===== src/rtl/io_bus_ctrl.sv =====
// Memory-mapped I/O bridge for the CPU io port: LEDs, synchronized switches,
// button-latched input word, an output FIFO toward a valid/ready sink, and a cycle counter.
module io_bus_ctrl #(
  parameter int OUT_DEPTH = 4,
  parameter int CNT_W     = 32
) (
  input  logic        clk,
  input  logic        rst,
  input  logic [31:0] io_addr,
  input  logic [31:0] io_dout,
  input  logic        io_we,
  output logic [31:0] io_din,
  input  logic [15:0] sw,
  input  logic        btn,
  output logic [15:0] led,
  output logic [31:0] out_data,
  output logic        out_valid,
  input  logic        out_ready
);
  localparam int PW = $clog2(OUT_DEPTH);

  localparam logic [5:0] OFS_LED    = 6'h00;
  localparam logic [5:0] OFS_SW     = 6'h01;
  localparam logic [5:0] OFS_STATUS = 6'h02;
  localparam logic [5:0] OFS_IN     = 6'h03;
  localparam logic [5:0] OFS_OUT    = 6'h04;
  localparam logic [5:0] OFS_CNT    = 6'h05;

  logic [5:0] ofs;
  assign ofs = io_addr[7:2];

  logic unused_addr;
  assign unused_addr = ^{io_addr[31:8], io_addr[1:0]};

  logic wr_led, wr_status, wr_out, wr_cnt;
  assign wr_led    = io_we && (ofs == OFS_LED);
  assign wr_status = io_we && (ofs == OFS_STATUS);
  assign wr_out    = io_we && (ofs == OFS_OUT);
  assign wr_cnt    = io_we && (ofs == OFS_CNT);

  // Input synchronizers; btn_s3 holds the previous synchronized level for edge detection
  logic [15:0] sw_s1, sw_s2;
  logic        btn_s1, btn_s2, btn_s3, btn_rise;

  always_ff @(posedge clk or negedge rst) begin
    if (!rst) begin
      sw_s1  <= '0;
      sw_s2  <= '0;
      btn_s1 <= 1'b0;
      btn_s2 <= 1'b0;
      btn_s3 <= 1'b0;
    end else begin
      sw_s1  <= sw;
      sw_s2  <= sw_s1;
      btn_s1 <= btn;
      btn_s2 <= btn_s1;
      btn_s3 <= btn_s2;
    end
  end

  assign btn_rise = btn_s2 && !btn_s3;

  logic [15:0] led_q, in_data;
  logic        in_valid, in_ovf, out_ovf;
  logic        clr_iv, clr_io, clr_oo;
  assign clr_iv = wr_status && io_dout[0];
  assign clr_io = wr_status && io_dout[1];
  assign clr_oo = wr_status && io_dout[4];

  // A capture beats a same-cycle clear of in_valid, so the pending valid is treated as gone
  always_ff @(posedge clk or negedge rst) begin
    if (!rst) begin
      in_data  <= '0;
      in_valid <= 1'b0;
      in_ovf   <= 1'b0;
    end else begin
      if (clr_iv) in_valid <= 1'b0;
      if (clr_io) in_ovf   <= 1'b0;
      if (btn_rise) begin
        if (in_valid && !clr_iv) begin
          in_ovf <= 1'b1;
        end else begin
          in_data  <= sw_s2;
          in_valid <= 1'b1;
        end
      end
    end
  end

  always_ff @(posedge clk or negedge rst) begin
    if (!rst)        led_q <= '0;
    else if (wr_led) led_q <= io_dout[15:0];
  end
  assign led = led_q;

  // Output FIFO
  logic [31:0]   mem [OUT_DEPTH];
  logic [PW-1:0] wr_ptr, rd_ptr;
  logic [PW:0]   count;
  logic          full, empty, pop, push_ok;

  assign full    = (count == (PW+1)'(OUT_DEPTH));
  assign empty   = (count == '0);
  assign pop     = !empty && out_ready;
  assign push_ok = wr_out && (!full || pop);

  always_ff @(posedge clk or negedge rst) begin
    if (!rst) begin
      wr_ptr  <= '0;
      rd_ptr  <= '0;
      count   <= '0;
      out_ovf <= 1'b0;
    end else begin
      if (push_ok) wr_ptr <= wr_ptr + 1'b1;
      if (pop)     rd_ptr <= rd_ptr + 1'b1;
      if (push_ok && !pop)      count <= count + 1'b1;
      else if (!push_ok && pop) count <= count - 1'b1;
      if (clr_oo) out_ovf <= 1'b0;
      if (wr_out && !push_ok) out_ovf <= 1'b1;
    end
  end

  always_ff @(posedge clk) begin
    if (push_ok) mem[wr_ptr] <= io_dout;
  end

  assign out_valid = !empty;
  assign out_data  = out_valid ? mem[rd_ptr] : 32'h0;

  logic [CNT_W-1:0] cnt;
  always_ff @(posedge clk or negedge rst) begin
    if (!rst)        cnt <= '0;
    else if (wr_cnt) cnt <= '0;
    else             cnt <= cnt + 1'b1;
  end

  always_comb begin
    io_din = 32'h0;
    case (ofs)
      OFS_LED:    io_din = {16'h0, led_q};
      OFS_SW:     io_din = {16'h0, sw_s2};
      OFS_STATUS: io_din = {27'h0, out_ovf, empty, full, in_ovf, in_valid};
      OFS_IN:     io_din = {16'h0, in_data};
      OFS_CNT:    io_din = 32'(cnt);
      default:    io_din = 32'h0;
    endcase
  end
endmodule


===== config.mk =====
export PLATFORM = sky130hd
export DESIGN_NAME = io_bus_ctrl
export DESIGN_NICKNAME = d
export VERILOG_FILES = /design/src/rtl/io_bus_ctrl.sv
export SDC_FILE = /design/constraint.sdc
export NUM_CORES = 1
export LEC_CHECK = 0
export BUFFER_PORTS_ARGS = -buffer_cell sky130_fd_sc_hd__clkbuf_2
export CAP_MARGIN = 20
export CORE_UTILIZATION = 55
export DETAILED_ROUTE_END_ITERATION = 10
export GPL_ROUTABILITY_DRIVEN = 0
export PLACE_DENSITY_LB_ADDON = 0.05
export SETUP_SLACK_MARGIN = 0.4
export SLEW_MARGIN = 20
export SYNTH_ARGS = -nofsm -noshare
export SYNTH_HDL_FRONTEND = slang
export SYNTH_SLANG_ARGS = --single-unit

===== constraint.sdc =====
create_clock -name clk -period 5.2 [get_ports clk]
set_input_delay 0.26 -clock clk [delete_from_list [all_inputs] [get_ports clk]]
set_output_delay 0.26 -clock clk [all_outputs]
set_load 0.005 [all_outputs]

# Word level (Yosys, flattened, before mapping)
# Memory sizes are Yosys's and may differ from the RTL's.
# Cells that the tools add are included.
totals:
  register_bits: 109
  mem_bits_rw: 128
  input_bits: 85
  wordCells: 68
  mem_count: 1
op_classes:
  add_sub_neg: 5
  eq_ne: 6
  n_mux: 15
  bitwise_logic: 1
  reduce_logical: 26
memory_table:
  columns: ["memory", "depth", "word_bits", "rd", "rd_ports_with_merged_regs", "wr", "line", "rtl"]
  rows:
  - ["mem", 4, 32, 1, 0, 1, "97", "logic [31:0] mem [OUT_DEPTH];"]
ops:
  columns: ["op", "n"]
  rows:
  - ["32-bit one-hot mux with 5 select lines", 1]
  - ["32-bit two-way mux", 2]
  - ["32-bit by 1-bit adder with 32-bit output, second input constant", 1]
  - ["1-bit logical AND", 14]
  - ["6-bit by 2-bit equality test with 1-bit output, second input constant", 2]
  - ["6-bit by 3-bit equality test with 1-bit output, second input constant", 2]
  - ["1-bit two-way mux", 10]
  - ["6-bit by 1-bit equality test with 1-bit output, second input constant", 1]
  - ["1-bit logical NOT", 6]
  - ["6-bit logical NOT", 1]
  - ["3-bit two-way mux", 2]
  - ["2-bit by 1-bit adder with 2-bit output, second input constant", 2]
  - ["2-bit nonzero test", 2]
  - ["3-bit by 1-bit adder with 3-bit output, second input constant", 1]
  - ["3-bit equality test, second input constant", 1]
  - ["3-bit logical NOT", 1]
  - ["3-bit by 1-bit subtractor with 3-bit output, second input constant", 1]
  - ["2-bit AND reduction", 1]
  - ["1-bit logical OR", 1]
  - ["1-bit inverter", 1]

# Logic depth before layout (Yosys ltp)
# Gate-level depths: netlist (run 1).
depth:
  depth_word: 9
  mapped_depth: 11
  ltp_nobuf: 9

# Least setup slack after synthesis (run 1)
# OpenSTA, ideal clock, no wires.
synth_timing:
  path_type: "in2reg"
  from: "input io_addr[4]"
  to: "memory mem[0][0], enable pin"
  t_arrival_ns: 1.870
  required_ns: 4.808
  setup_slack_ns: 2.938
  stages: 6
  n_path_buf: 2
  cell_sequence: "nor2b_1 -> clkbuf_1 -> nand4_1 -> nor2b_1 -> clkbuf_1 -> and2_1"
synth_between:
  elab_chain_cells: 5
synth_rtl:
  columns: ["item", "line", "rtl"]
  rows:
  - ["from (decl)", "9", "input logic [31:0] io_addr,"]
  - ["6-bit by 3-bit equality test with 1-bit output", "38", "assign wr_out = io_we && (ofs == OFS_OUT);"]
  - ["1-bit logical AND", "38", null]
  - ["1-bit logical AND", "105", "assign push_ok = wr_out && (!full || pop);"]
  - ["via push_ok", "100", "logic full, empty, pop, push_ok;"]
  - ["1-bit two-way mux", "124", "if (push_ok) mem[wr_ptr] <= io_dout;"]
  - ["1-bit two-way mux (implied by the code)", "124", null]
  - ["to (decl)", "97", null]
# The timed path passes the listed nets, and every way through them passes these cells.

# Worst setup path in the final report (run 1)
layout_timing:
  from: "register count[0]"
  to: "register count[2]"
layout_between:
  elab_chain_cells: 8
  word_cells_on_any_way: 16
  classes_between: "2 x add/sub; 1 x eq/ne; 2 x mux; 11 x reduce/logical"
layout_rtl:
  columns: ["item", "line", "rtl"]
  rows:
  - ["from (decl)", "99", "logic [PW:0] count;"]
  - ["from (signal assigned)", "116", "if (push_ok && !pop) count <= count + 1'b1;"]
  - ["from (signal assigned)", "117", "else if (!push_ok && pop) count <= count - 1'b1;"]
  - ["parallel branches: the longest is 8 deep, another holds 3-bit by 1-bit subtractor with 3-bit output", null, null]
# Several ways; the timed one is not identified. The select of a mux whose other input is x is not followed.
# A chain may end at the register's enable or synchronous reset.

==> results of run 1 <==
[power by group through the flow]
stage | Clock (mW) | Sequential, mW | Combinational, mW
finish | 1.68 | 2.31 | 1.03
global route | 1.79 | 2.33 | 1.13
CTS | 1.71 | 2.31 | 1.04
detailed placement | 0 | 2.34 | 1.01
global placement | 0 | 2.33 | 0.985
floorplan | 0 | 2.26 | 0.684
[Yosys cell counts, drive strengths merged (14+ instances only)]
cell type / instances / area share, %
or4: 14 / 1.1
and3: 20 / 1.3
mux2: 34 / 4.0
mux4: 32 / 7.5
a222oi: 16 / 1.7
nor2: 14 / 0.55
dfrtp: 109 / 28
and2: 40 / 2.6
a21oi: 19 / 0.99
nand2: 40 / 1.6
edfxtp: 128 / 40
clkbuf: 22 / 0.86
[stage by stage]
stage	instances	cell area (um^2)
after CTS	1032	11700
final	1032	11700
after global placement	945	10500
after detailed placement	945	10500
after floorplan	613	9590
after global routing	1032	11700
[state kept, by name (all words and copies together), names as in the netlist, 2 cells and up]
register / count
wr_ptr: 2
rd_ptr: 2
count: 3
sw_s1: 16
in_data: 16
sw_s2: 16
led: 16
cnt: 32
mem: 128
[critical path: stages (launching register included)]
cell	delay, ns
dfrtp_1	0.44
nor3_1	0.34
inv_1	0.52
nand2_1	0.29
ha_1	0.22
inv_1	0.07
fa_1	0.38
xor2_1	0.15
nor2_1	0.12
xor2_1	0.18
[per-layer routing]
layer	global-route usage (%)	wire length (um)	vias up
met3	4.84	1150	23
li1	-	-	2701
met5	0	0	-
met2	38.6	9880	185
met4	5.31	328	0
met1	29.7	8250	3007
[timing repair]
item,CTS,global route
hold endpoints to repair,170,0
buffers inserted,0,0
hold buffers,43,0
[how the worst max path moves through the flow]
stage                           end  slack (ns)  startpoint
after floorplan           mem[0][0]        2.94  io_addr[4]
after global placement     count[2]        2.48    count[0]
after detailed placement   count[2]        2.37    count[0]
after CTS                  count[2]        2.30    count[0]
after global routing       count[2]        2.19    count[0]
final                      count[2]        2.40    count[0]
[final cells by class]
class                      count  area, um^2  share of cell area, %
sequential                   237        6570                   56.3
timing repair buffer         188        1170                   10.0
clock buffer                  36         707                   6.05
clock inverter                 8        76.3                  0.653
multi-input combinational    332        2840                   24.3
tap                          220         275                   2.36
inverter                      11        41.3                  0.353
[cells by family (layout without fill, tap and decap cells)]
family                     count (synthesis)  in the layout
buffers and inverters                     44            243
AOI/OAI and AO/OA                         66             66
muxes                                     66             66
xor gates and xnor gates                  15             15
adders and majority gates                  7              7
DFF                                      237            237
and+or+nand+nor                          178            178
==> results.toml, run 1 <==
[critical_path]
reg2reg_depth = 9
arrival_ns = 3.23
r2r-start = "count[0]"
ff2ff_setup_slack_ns = 2.40
path_class = "register to register"
start_kind = "register"
required_ns = 5.63
cp-end-kind = "register"
crit_fanout = 35
worstReg2RegEnd = "count[2]"

[power_and_ir_drop]
vdd_drop_max_uv = 301
switching_share_pct = 26.6
comb_power_share_pct = 20.5
pwr-share-seq_pct = 46.0
power_frac_clock_pct = 33.5
p_int_mw = 3.68
total_power_mw = 5.01
power.density_nw_per_um2 = 429
leakagePower_nw = 4.71
switchingPower_mw = 1.33

[route]
remaining_drc_errors = 0
via_per_inst = 5.73
wl_per_cell_um = 19.0
dr_total_vias = 5916
drtIter0Drc = 393
ant_nets = 0
firstDrtPassIters = 5
finalWirelength_mm = 19.6

[floorplanning]
die_y_um = 134
coreArea_um2 = 16800
rows = 47
fp.dieArea_um2 = 18000
fp.dieW_um = 134
ios = 166
initial_core_util_pct = 57.0

[clock_tree]
htreeDepth = 1
post_cts_resized = 0
ctsRootBufferMaster = "clkbuf_16"
cts_made_buffers = 24
cts_sinks = 237
cts_tree = "built"
clk_pin_slew_worst_paths_ns = 0.07
clock_latency_ns = 0.51
cts_buffer_depth = 3

[sta]
timing.setup.tns_ns = 0
finalSetupViolCount = 0
hold_slack_ns = 0.0142
fin_skew_ns = 0.0169
fmax_mhz = 357
hold_viol_final = 0
fin_crit_sh_pct = 53.9
slew_viol_final = 0
rsz0062_at_grt = "no"
finalCriticalPeriod_ns = 2.80
setup_ws_ns = 2.40
slew-limit-headroom_pct = 31.9
tightestPinTransition_ns = 1.02

[layout]
areaGrowthSynthToFinish_pct = 21.8
final_layout_size_suffix_gt1_share_pct = 32.1
final_common_cell = "clkbuf_2"
final_nets = 886
fill_cells = 1187
final_util_pct = 69.5
diodes = 0
final_cell_mix = "138 x clkbuf_2, 128 x edfxtp_1, 108 x dfrtp_1"

[hold_path]
min_from = "io_dout[2]"
hold_path_class = "input port to register"
holdPathEnd = "mem[0][2]"
hold_depth = 1

[global_route]
overflow = 0
grt_pass1_vias = 5943
antenna_found_initial = 0
grt_usage_pct = 22.5
grt_pass1_wl_mm = 31.3
grt_max_degree = 57

[synthesis]
synthSimpleGateAreaFrac_pct = 10.6
synth_top_family_by_area = "multiplexers"
synth-adder-area-share_pct = 0.992
ys_warn_count = 0
synth_xor_area_share_pct = 1.37
synthMuxAreaShare_pct = 11.5
ys_ff_latch = 237
syn-num-nets = 705
seq_area_frac_synth_pct = 68.5
synth_edf_count = 128
async_reset_ff_share_pct = 46.0
syn_area_um2 = 9590
ys_types = 46
synth_compound_area_share_pct = 5.02
synthFlopType = "edfxtp_1"
syn_area_per_cell_um2 = 15.6
synth_cells = 613

[run]
max-cap-violations = 0

[placed_design]
pre_cts_ws_ns = 2.37
hpwl_mm = 12.7
port_buffers = 139

[outcome]
outcome = "finished clean"
No activity file was read; power rests on OpenSTA's default activity.
==> run 2, diff against run 1 <==
--- a/config.mk
+++ b/config.mk
@@ -5,6 +5,7 @@
 export SDC_FILE = /design/constraint.sdc
 export NUM_CORES = 1
 export LEC_CHECK = 0
+export ABC_AREA = 1
 export BUFFER_PORTS_ARGS = -buffer_cell sky130_fd_sc_hd__clkbuf_2
 export CAP_MARGIN = 20
 export CORE_UTILIZATION = 55
==> constraint.sdc (replaced) <==
create_clock -name clk -period 2.8 [get_ports clk]
set_input_delay 0.14 -clock clk [delete_from_list [all_inputs] [get_ports clk]]
set_output_delay 0.14 -clock clk [all_outputs]
set_load 0.005 [all_outputs]
==> run 2 against run 1 <==
Against the previous run: total power grew 110%; critical path depth grew 2; worst hold slack gained 0.048 ns; non-clock buffer count grew 28; clock power grew 120%; via count grew 30%; synthesized cell count grew 65%; cell count grew 41%; combinational power grew to 2.5 times the previous value; core utilization grew 0.53 points; sequential power grew 83%; sequential share of layout area shrank 4.0 points; critical endpoint is now io_din[3]; largest cell class unchanged.
==> results.toml, run 2 <==
[route]
via_per_inst = 5.27
ant_nets = 0
finalWirelength_mm = 23.7
drtIter0Drc = 459
wl_per_cell_um = 16.2
firstDrtPassIters = 5
dr_total_vias = 7699
remaining_drc_errors = 0

[hold_path]
hold_path_class = "input port to register"
min_from = "io_we"
hold_depth = 3
holdPathEnd = "out_ovf"

[floorplanning]
die_y_um = 137
fp.dieW_um = 137
rows = 49
initial_core_util_pct = 56.0
fp.dieArea_um2 = 18900
ios = 166
coreArea_um2 = 18000

[layout]
final_nets = 1305
final_layout_size_suffix_gt1_share_pct = 18.4
largest_reg_flops = 128
final_util_pct = 70.0
areaGrowthSynthToFinish_pct = 24.9
top_register = "mem"
final_cell_mix = "225 x nor2_1, 193 x nand2_1, 138 x clkbuf_2"
reg.largest.list = "mem (128), cnt (32)"
diodes = 0
final_common_cell = "nor2_1"

[sta]
fmax_mhz = 423
slew_viol_final = 0
rsz0062_at_grt = "yes"
hold_slack_ns = 0.0621
slew-limit-headroom_pct = 51.9
fin_crit_sh_pct = 84.3
fin_skew_ns = 0.0102
finalCriticalPeriod_ns = 2.36
setup_ws_ns = 0.438
finalSetupViolCount = 0
hold_viol_final = 0
tightestPinTransition_ns = 0.722
timing.setup.tns_ns = 0

[global_route]
antenna_found_initial = 0
overflow = 0
grt_pass1_wl_mm = 36.5
grt_pass1_vias = 7179
grt_max_degree = 66
grt_usage_pct = 25.5

[clock_tree]
cts_sinks = 237
clock_latency_ns = 0.52
cts_buffer_depth = 3
cts_made_buffers = 24
cts_tree = "built"
htreeDepth = 1
ctsRootBufferMaster = "clkbuf_16"
clk_pin_slew_worst_paths_ns = 0.06

[synthesis]
yosys.area.top_type = "edfxtp_1"
synthSimpleGateAreaFrac_pct = 21.2
seq_area_frac_synth_pct = 65.3
synth_top_family_by_area = "simple AND/OR/NAND/NOR gates"
synth.area.top_cells = "edfxtp_1 38%, dfrtp_1 27%, nor2_1 8.5%"
ys_warn_count = 0
synth_top_area_share_pct = 38.2
ys_types = 33
synth_xor_area_share_pct = 1.04
synth_compound_area_share_pct = 7.18
synthTopCellsByCount = "229 x nor2_1, 193 x nand2_1, 128 x edfxtp_1"
synth-adder-area-share_pct = 0.944
synth_cells = 1013
syn_area_um2 = 10100
syn_area_per_cell_um2 = 9.94
async_reset_ff_share_pct = 46.0
synth_edf_count = 128
syn-num-nets = 1105
synthFlopType = "edfxtp_1"
synthMuxAreaShare_pct = 0.112
yosys.cell_count.top_type = "nor2_1"
ys_ff_latch = 237

[critical_path]
worstReg2RegEnd = "count[1]"
slowest_delay_ns = 0.53
r2r-start = "count[0]"
crit_family = "buffers and inverters"
required_ns = 2.66
start_kind = "input port"
worst-path-stages = 11
cp_num_buf_inv = 6
cp-end-kind = "output pin"
path_class = "input port to output pin"
ff2ff_setup_slack_ns = 0.68
critPathSlowestCell = "dlygate4sd3_1"
crit_path_cell_trace = "dlygate4sd3_1, clkbuf_2, inv_1, nor2_2, buf_4, nand3_1, buf_4, nor2_1, a21oi_1, nand3_1, clkbuf_2"
arrival_ns = 2.22
crit_fanout = 19
reg2reg_depth = 8

[power_and_ir_drop]
leakagePower_nw = 5.48
comb_power_share_pct = 24.7
total_power_mw = 10.4
power_frac_clock_pct = 34.7
switchingPower_mw = 3.21
pwr-share-seq_pct = 40.5
power.density_nw_per_um2 = 831
vdd_drop_max_uv = 643
switching_share_pct = 30.8
p_int_mw = 7.23

[outcome]
outcome = "finished clean"

[placed_design]
port_buffers = 139
pre_cts_ws_ns = 0.665
hpwl_mm = 14.9

[run]
max-cap-violations = 0
## run 2: cell families after synthesis
kind of cell    count (synthesis)
compound gates                137
xor+xnor                       12
fa+ha+maj                       7
buf+inv                       105
flops                         237
mux                             1
simple gates                  514
## run 2: power by group through the flow
stage               Sequential [mW]  Combinational, mW  Clock (mW)
global route                   4.26               2.95        3.79
finish                         4.23               2.58        3.63
global placement               4.28               2.46           0
detailed placement             4.29               2.51           0
floorplan                      4.19               1.59           0
CTS                            4.23               2.60        3.68
## run 2: worst max path at each step
stage / startpoint / to
6_report: io_addr[2] / io_din[3]
2_1_floorplan: count[0] / mem[0][0]
4_1_cts: rd_ptr[0] / out_data[28]
5_1_grt: io_addr[2] / io_din[3]
3_3_place_gp: count[0] / count[1]
3_5_place_dp: count[0] / count[1]
## run 2: worst register-to-register path, stage by stage, from the launching register on
cell     delay [ns]
dfrtp_1        0.46
nor3_1         0.33
nand2_1        0.12
nand2_1        0.11
inv_1          0.07
ha_1           0.17
inv_1          0.09
fa_1           0.41
mux2_2         0.26
## run 2: area by class of cell
class                   count  area (um^2)
clock buffers              28          636
clock inverters            16          279
fillers                  1399         5390
inverters                  63          243
multi-input cells         671         3110
flip-flops and latches    237         6570
well taps                 229          287
repair buffers            216         1440
## run 2: layer usage
layer	track usage, %	up-vias	wire (um)
met3	3.68	41	1210
li1	-	3767	-
met1	33.8	3658	10100
met5	0	-	0
met4	8.00	0	589
met2	43.4	233	11700
## run 2: repair_timing
action / 4_1_cts / 5_1_grt
resized for setup: 1 / 3
buffers inserted: 0 / 2
hold buffers: 54 / 0
pin swaps: 0 / 1
hold endpoints to repair: 212 / 0
endpoints found under the setup margin: 1 / 27
## run 2: metrics by stage
step | area [um^2] | instances
after floorplan | 10100 | 1013
after global placement | 11100 | 1360
after detailed placement | 11100 | 1360
after CTS | 12500 | 1458
after global routing | 12600 | 1460
final | 12600 | 1460
